$ cat config.mk
export PLATFORM = sky130hd
export DESIGN_NAME = scroll_sequencer
export DESIGN_NICKNAME = d
export VERILOG_FILES = /design/src/rtl/scroll_sequencer.sv
export SDC_FILE = /design/constraint.sdc
export NUM_CORES = 1
export LEC_CHECK = 0
export ABC_AREA = 1
export CORE_MARGIN = 2
export CORE_UTILIZATION = 35
export CTS_BUF_LIST = sky130_fd_sc_hd__clkbuf_4 sky130_fd_sc_hd__clkbuf_8 sky130_fd_sc_hd__clkbuf_16
export DETAILED_ROUTE_END_ITERATION = 6
export PLACE_DENSITY = 0.52
export SKIP_CTS_REPAIR_TIMING = 1
export SLEW_MARGIN = 20
export SYNTH_ARGS = -nofsm -noshare
export SYNTH_HDL_FRONTEND = slang
export SYNTH_SLANG_ARGS = --single-unit
$ cat constraint.sdc
create_clock -name clk -period 2.9 [get_ports clk]
set_clock_uncertainty 0.1 [all_clocks]
set_input_delay 0.87 -clock clk [delete_from_list [all_inputs] [get_ports clk]]
set_output_delay 0.87 -clock clk [all_outputs]
set_load 0.02 [all_outputs]
$ cat src/rtl/scroll_sequencer.sv
// scroll_sequencer: frame-paced vertical scroll offset with wrap pulse; optional post-wrap HOLD via SCROLL_HOLD_EN
module scroll_sequencer #(
  parameter int IMG_LINES   = 240,
  parameter int FRAME_DIV   = 1,
  parameter int HOLD_FRAMES = 60
) (
  input  logic       clk,
  input  logic       rst,
  input  logic       frame_tick,
  input  logic       en,
  input  logic       dir,
  input  logic [2:0] step,
  output logic [7:0] position,
  output logic       wrap,
  output logic [1:0] state
);
  localparam logic [1:0] IDLE     = 2'b00;
  localparam logic [1:0] RUN      = 2'b01;
  localparam logic [1:0] HOLD     = 2'b10;
  localparam logic [8:0] LINES    = 9'(IMG_LINES);
  localparam logic [7:0] DIV_LAST = 8'(FRAME_DIV - 1);
  logic [7:0] div_cnt, div_nxt, pos_nxt, step_eff;
  logic [8:0] sum;
  logic [1:0] state_nxt;
  logic       update, fwd_wrap, rev_wrap, wrap_nxt;
  assign step_eff = (step == 3'd0) ? 8'd1 : {5'd0, step};
  assign sum      = {1'b0, position} + {1'b0, step_eff};
  assign fwd_wrap = sum >= LINES;
  assign rev_wrap = position < step_eff;
  assign update   = en && state == RUN && frame_tick && div_cnt == DIV_LAST;
  assign wrap_nxt = update && (dir ? rev_wrap : fwd_wrap);
  // Reverse wrap uses modulo-256 arithmetic; the result always lands below IMG_LINES.
  assign pos_nxt  = !update ? position :
                    dir     ? (rev_wrap ? position + 8'(IMG_LINES) - step_eff : position - step_eff) :
                              (fwd_wrap ? 8'(sum - LINES) : sum[7:0]);
`ifdef SCROLL_HOLD_EN
  localparam logic [7:0] HOLD_LAST = 8'(HOLD_FRAMES - 1);
  logic [7:0] hold_cnt, hold_nxt;
  logic       hold_done;
  assign hold_done = en && state == HOLD && frame_tick && hold_cnt == HOLD_LAST;
  // Hold counter only runs inside HOLD; everywhere else it sits at zero.
  always_comb begin
    hold_nxt = (!en || state != HOLD) ? 8'd0 : !frame_tick ? hold_cnt : hold_done ? 8'd0 : hold_cnt + 8'd1;
  end
  // Hold counter register.
  always_ff @(posedge clk or negedge rst) begin
    if (!rst) hold_cnt <= 8'd0;
    else hold_cnt <= hold_nxt;
  end
`endif
  // Next-state and frame-divider logic; en=0 overrides everything.
  always_comb begin
    state_nxt = state;
    div_nxt   = div_cnt;
    if (!en) begin
      state_nxt = IDLE;
      div_nxt   = 8'd0;
    end else if (state == IDLE) begin
      state_nxt = RUN;
      div_nxt   = 8'd0;
    end else if (state == RUN && frame_tick) begin
      div_nxt = update ? 8'd0 : div_cnt + 8'd1;
`ifdef SCROLL_HOLD_EN
      state_nxt = wrap_nxt ? HOLD : RUN;
`endif
    end
`ifdef SCROLL_HOLD_EN
    else if (hold_done) begin
      state_nxt = RUN;
      div_nxt   = 8'd0;
    end
`endif
  end
  // Registered outputs and divider state.
  always_ff @(posedge clk or negedge rst) begin
    if (!rst) begin
      state    <= IDLE;
      div_cnt  <= 8'd0;
      position <= 8'd0;
      wrap     <= 1'b0;
    end else begin
      state    <= state_nxt;
      div_cnt  <= div_nxt;
      position <= pos_nxt;
      wrap     <= wrap_nxt;
    end
  end
endmodule

==> impl_metrics.py <==
metrics = {
    "outcome": {
        "outcome": "finished, violations left",
        "failed_checks": "setup timing",
    },
    "worst_hold_path": {
        "min_path_cells": 1,
        "worstHoldPathType": "register to register",
        "worstHoldEndpoint": "div_cnt[0]$_DFFE_PN0P_",
        "hold_start": "div_cnt[0]$_DFFE_PN0P_",
    },
    "die": {
        "coreArea_um2": 4750,
        "io_pins": 19,
        "rows": 25,
        "dieArea_um2": 5510,
        "initial_core_util_pct": 36.3,
        "fp.dieW_um": 74.3,
        "die_h_um": 74.3,
    },
    "timing": {
        "setup_violations": 4,
        "fin_setup_tns_ps": -222,
        "final-max-slew-violation-count": 0,
        "fmax_mhz": 332,
        "hold_viol": 0,
        "final.min_clock_period_ps": 3010,
        "rsz0062_at_grt": "true",
        "fin_crit_sh_pct": 104,
        "setup_slack_ps": -111,
        "whs_ps": 445,
    },
    "global_routing": {
        "antenna_found_initial": 0,
        "grt_pass1_wl_mm": 7.48,
        "grt_max_degree": 19,
        "grt_usage_pct": 17.5,
        "grt_pass1_vias": 1627,
        "grt.overflow.total": 0,
    },
    "route": {
        "finalWirelength_mm": 4.52,
        "ant_nets": 0,
        "drc": 0,
        "first_pass_iters": 4,
        "vias": 1692,
        "drt_iter0_drc": 102,
        "wl_per_cell_um": 12.3,
        "viasPerCell": 4.60,
    },
    "logic_synthesis": {
        "synth_top_family_by_area": "simple AND/OR/NAND/NOR gates",
        "synth_compound_area_share_pct": 12.2,
        "syn_avg_cell_area_um2": 7.02,
        "synth_top_flop_cell": "dfrtp_1",
        "yosys.area.top_type": "dfrtp_1",
        "yosysSeqAreaShare_pct": 26.1,
        "synthSimpleGateAreaFrac_pct": 30.8,
        "synth_warnings": 0,
        "syn_inst": 246,
        "synth_most_common_cell": "nand2_1",
        "synth_cell_types": 32,
        "synth_fa_ha_area_share_pct": 16.2,
        "syn_nets": 274,
        "async_flop_share_pct": 100,
        "ys_top_cells_by_count": "nand2_1 (58), inv_1 (40), nor2_1 (23)",
        "synth_xor_area_share_pct": 4.06,
        "synth_mux_area_share_pct": 0,
        "synth_top_area_share_pct": 26.1,
        "ys_ff_latch": 18,
        "netlist_area_um2": 1730,
        "synthTopCellsByArea": "dfrtp_1 (26%), nand2_1 (13%), ha_1 (12%)",
        "synth_edf_count": 0,
    },
    "cts": {
        "cts_sinks": 18,
        "cts_buffers": 3,
        "clockBufferDepth": 2,
        "cts_tree": "yes",
        "clock_latency_ps": 250,
        "cts_root_buf": "clkbuf_8",
        "htree_levels": 1,
        "cts.reportedPaths.clkPinSlew_ps": 70,
    },
    "final_layout": {
        "antenna_cells": 0,
        "post-route-cell-area_um2": 2460,
        "drive_gt1_share_pct": 25.6,
        "area_growth_pct": 42.1,
        "fin_nets": 330,
        "nFillCells": 491,
    },
    "power": {
        "p_sw_share_pct": 46.4,
        "pwr-share-seq_pct": 18.2,
        "switching_power_mw": 1.03,
        "worst_ir_drop_vdd_uv": 279,
        "p_leak_nw": 1.19,
        "clock_power_share_pct": 9.4,
        "comb_power_share_pct": 72.4,
        "p_int_mw": 1.19,
        "pwr_density_cell_nw_per_um2": 901,
    },
    "worst_setup_path": {
        "crit_required_ps": 2990,
        "worstSetupStartpoint": "step[1]",
        "start_kind": "input port",
        "crit_fanout": 4,
        "r2r-start": "position[0]$_DFFE_PN0P_",
        "worstSetupPathType": "input port to register",
        "worstRegToRegCells": 18,
        "reg2reg_slack_ps": 340,
        "crit_arrival_ps": 3100,
        "r2r_end": "position[6]$_DFFE_PN0P_",
        "crit_path_end_kind": "register",
    },
    "placed_design": {
        "dpl.hpwl_mm": 3.49,
        "gp_congestion": 0.832,
        "portBuffers": 17,
        "place_area_um2": 2230,
    },
    "flow_run": {
        "drv_cap": 0,
    },
}
cells by family after synthesis:
logic type | Yosys count
other | 1
AOI/OAI and AO/OA | 38
buffers and inverters | 46
and+or+nand+nor | 115
adders and majority gates | 20
xor gates and xnor gates | 8
DFF | 18
cells in the final DEF (no fill, tap or decap), types with 2 or more instances in the layout:
| master | count |
|---|---|
| a21oi_1 | 9 |
| a21oi_2 | 2 |
| buf_4 | 38 |
| clkbuf_8 | 4 |
| clkdlybuf4s50_1 | 14 |
| dfrtp_1 | 18 |
| fa_2 | 3 |
| ha_1 | 12 |
| ha_4 | 4 |
| inv_1 | 36 |
| inv_2 | 3 |
| inv_4 | 2 |
| nand2_1 | 55 |
| nand2_2 | 3 |
| nand2_4 | 2 |
| nand3_1 | 17 |
| nand3_2 | 3 |
| nand3_4 | 2 |
| nand4_1 | 5 |
| nor2_1 | 22 |
| o21ai_0 | 12 |
| o21ai_1 | 2 |
| o21ai_2 | 3 |
| o22ai_1 | 4 |
| o32ai_1 | 2 |
| xnor2_1 | 3 |
| xor2_1 | 5 |
flip-flops by register name, summed over array words and instances (netlist names):
name	count
div_cnt	8
position	8
state	1
wrap	1
worst max-delay path: stages:
cell and delay [ps]:
buf_8 100, o21bai_4 160, ha_4 170, inv_4 30, fa_2 420, inv_2 80
nand3_2 60, nand3_2 80, nand2_2 60, inv_2 80, ha_4 130, and3_4 190
nand2_4 50, nor2_4 140, nand3_4 90, nand3_4 90, nand2_1 60, nand2_1 60
nand2_1 50, a21oi_1 130
stage by stage:
step	cells	util, %	power (mW)	setup slack, ps
finish	368	51.7	2.21	-111
global placement	357	46.9	1.82	-746
global route	368	51.7	2.43	-249
detailed placement	357	46.9	1.82	-756
CTS	361	48.1	2.04	-505
floorplan	246	-	1.24	-47.0
final cells by class:
class	instances	area, µm²	share of cell area [%]
Multi-Input combinational cell	182	1240	50.5
Timing Repair Buffer	55	464	18.9
Sequential cell	18	450	18.3
Inverter	42	163	6.62
Tap cell	67	83.8	3.41
Clock buffer	4	55.1	2.24
worst max path at each step:
| stage | to | cells after the start |
|---|---|---|
| floorplan | wrap$_DFF_PN0_ | 17 |
| global placement | wrap$_DFF_PN0_ | 18 |
| detailed placement | wrap$_DFF_PN0_ | 18 |
| CTS | wrap$_DFF_PN0_ | 18 |
| global route | position[6]$_DFFE_PN0P_ | 20 |
| finish | position[6]$_DFFE_PN0P_ | 20 |
power groups by stage:
stage	registers (mW)	clock network [mW]	logic [mW]
global route	0.416	0.226	1.79
floorplan	0.446	0	0.789
finish	0.403	0.207	1.60
detailed placement	0.408	0	1.41
CTS	0.403	0.221	1.42
global placement	0.410	0	1.41
layer usage:
metal / track usage (%) / share of wire [%] / up-vias
met4: 5.36 / 0.84 / 0
met3: 2.03 / 1.5 / 4
met5: 0 / 0 / -
met1: 24.4 / 48 / 772
li1: - / - / 901
met2: 28.5 / 49 / 15
Power figures use the tool's default switching activity.
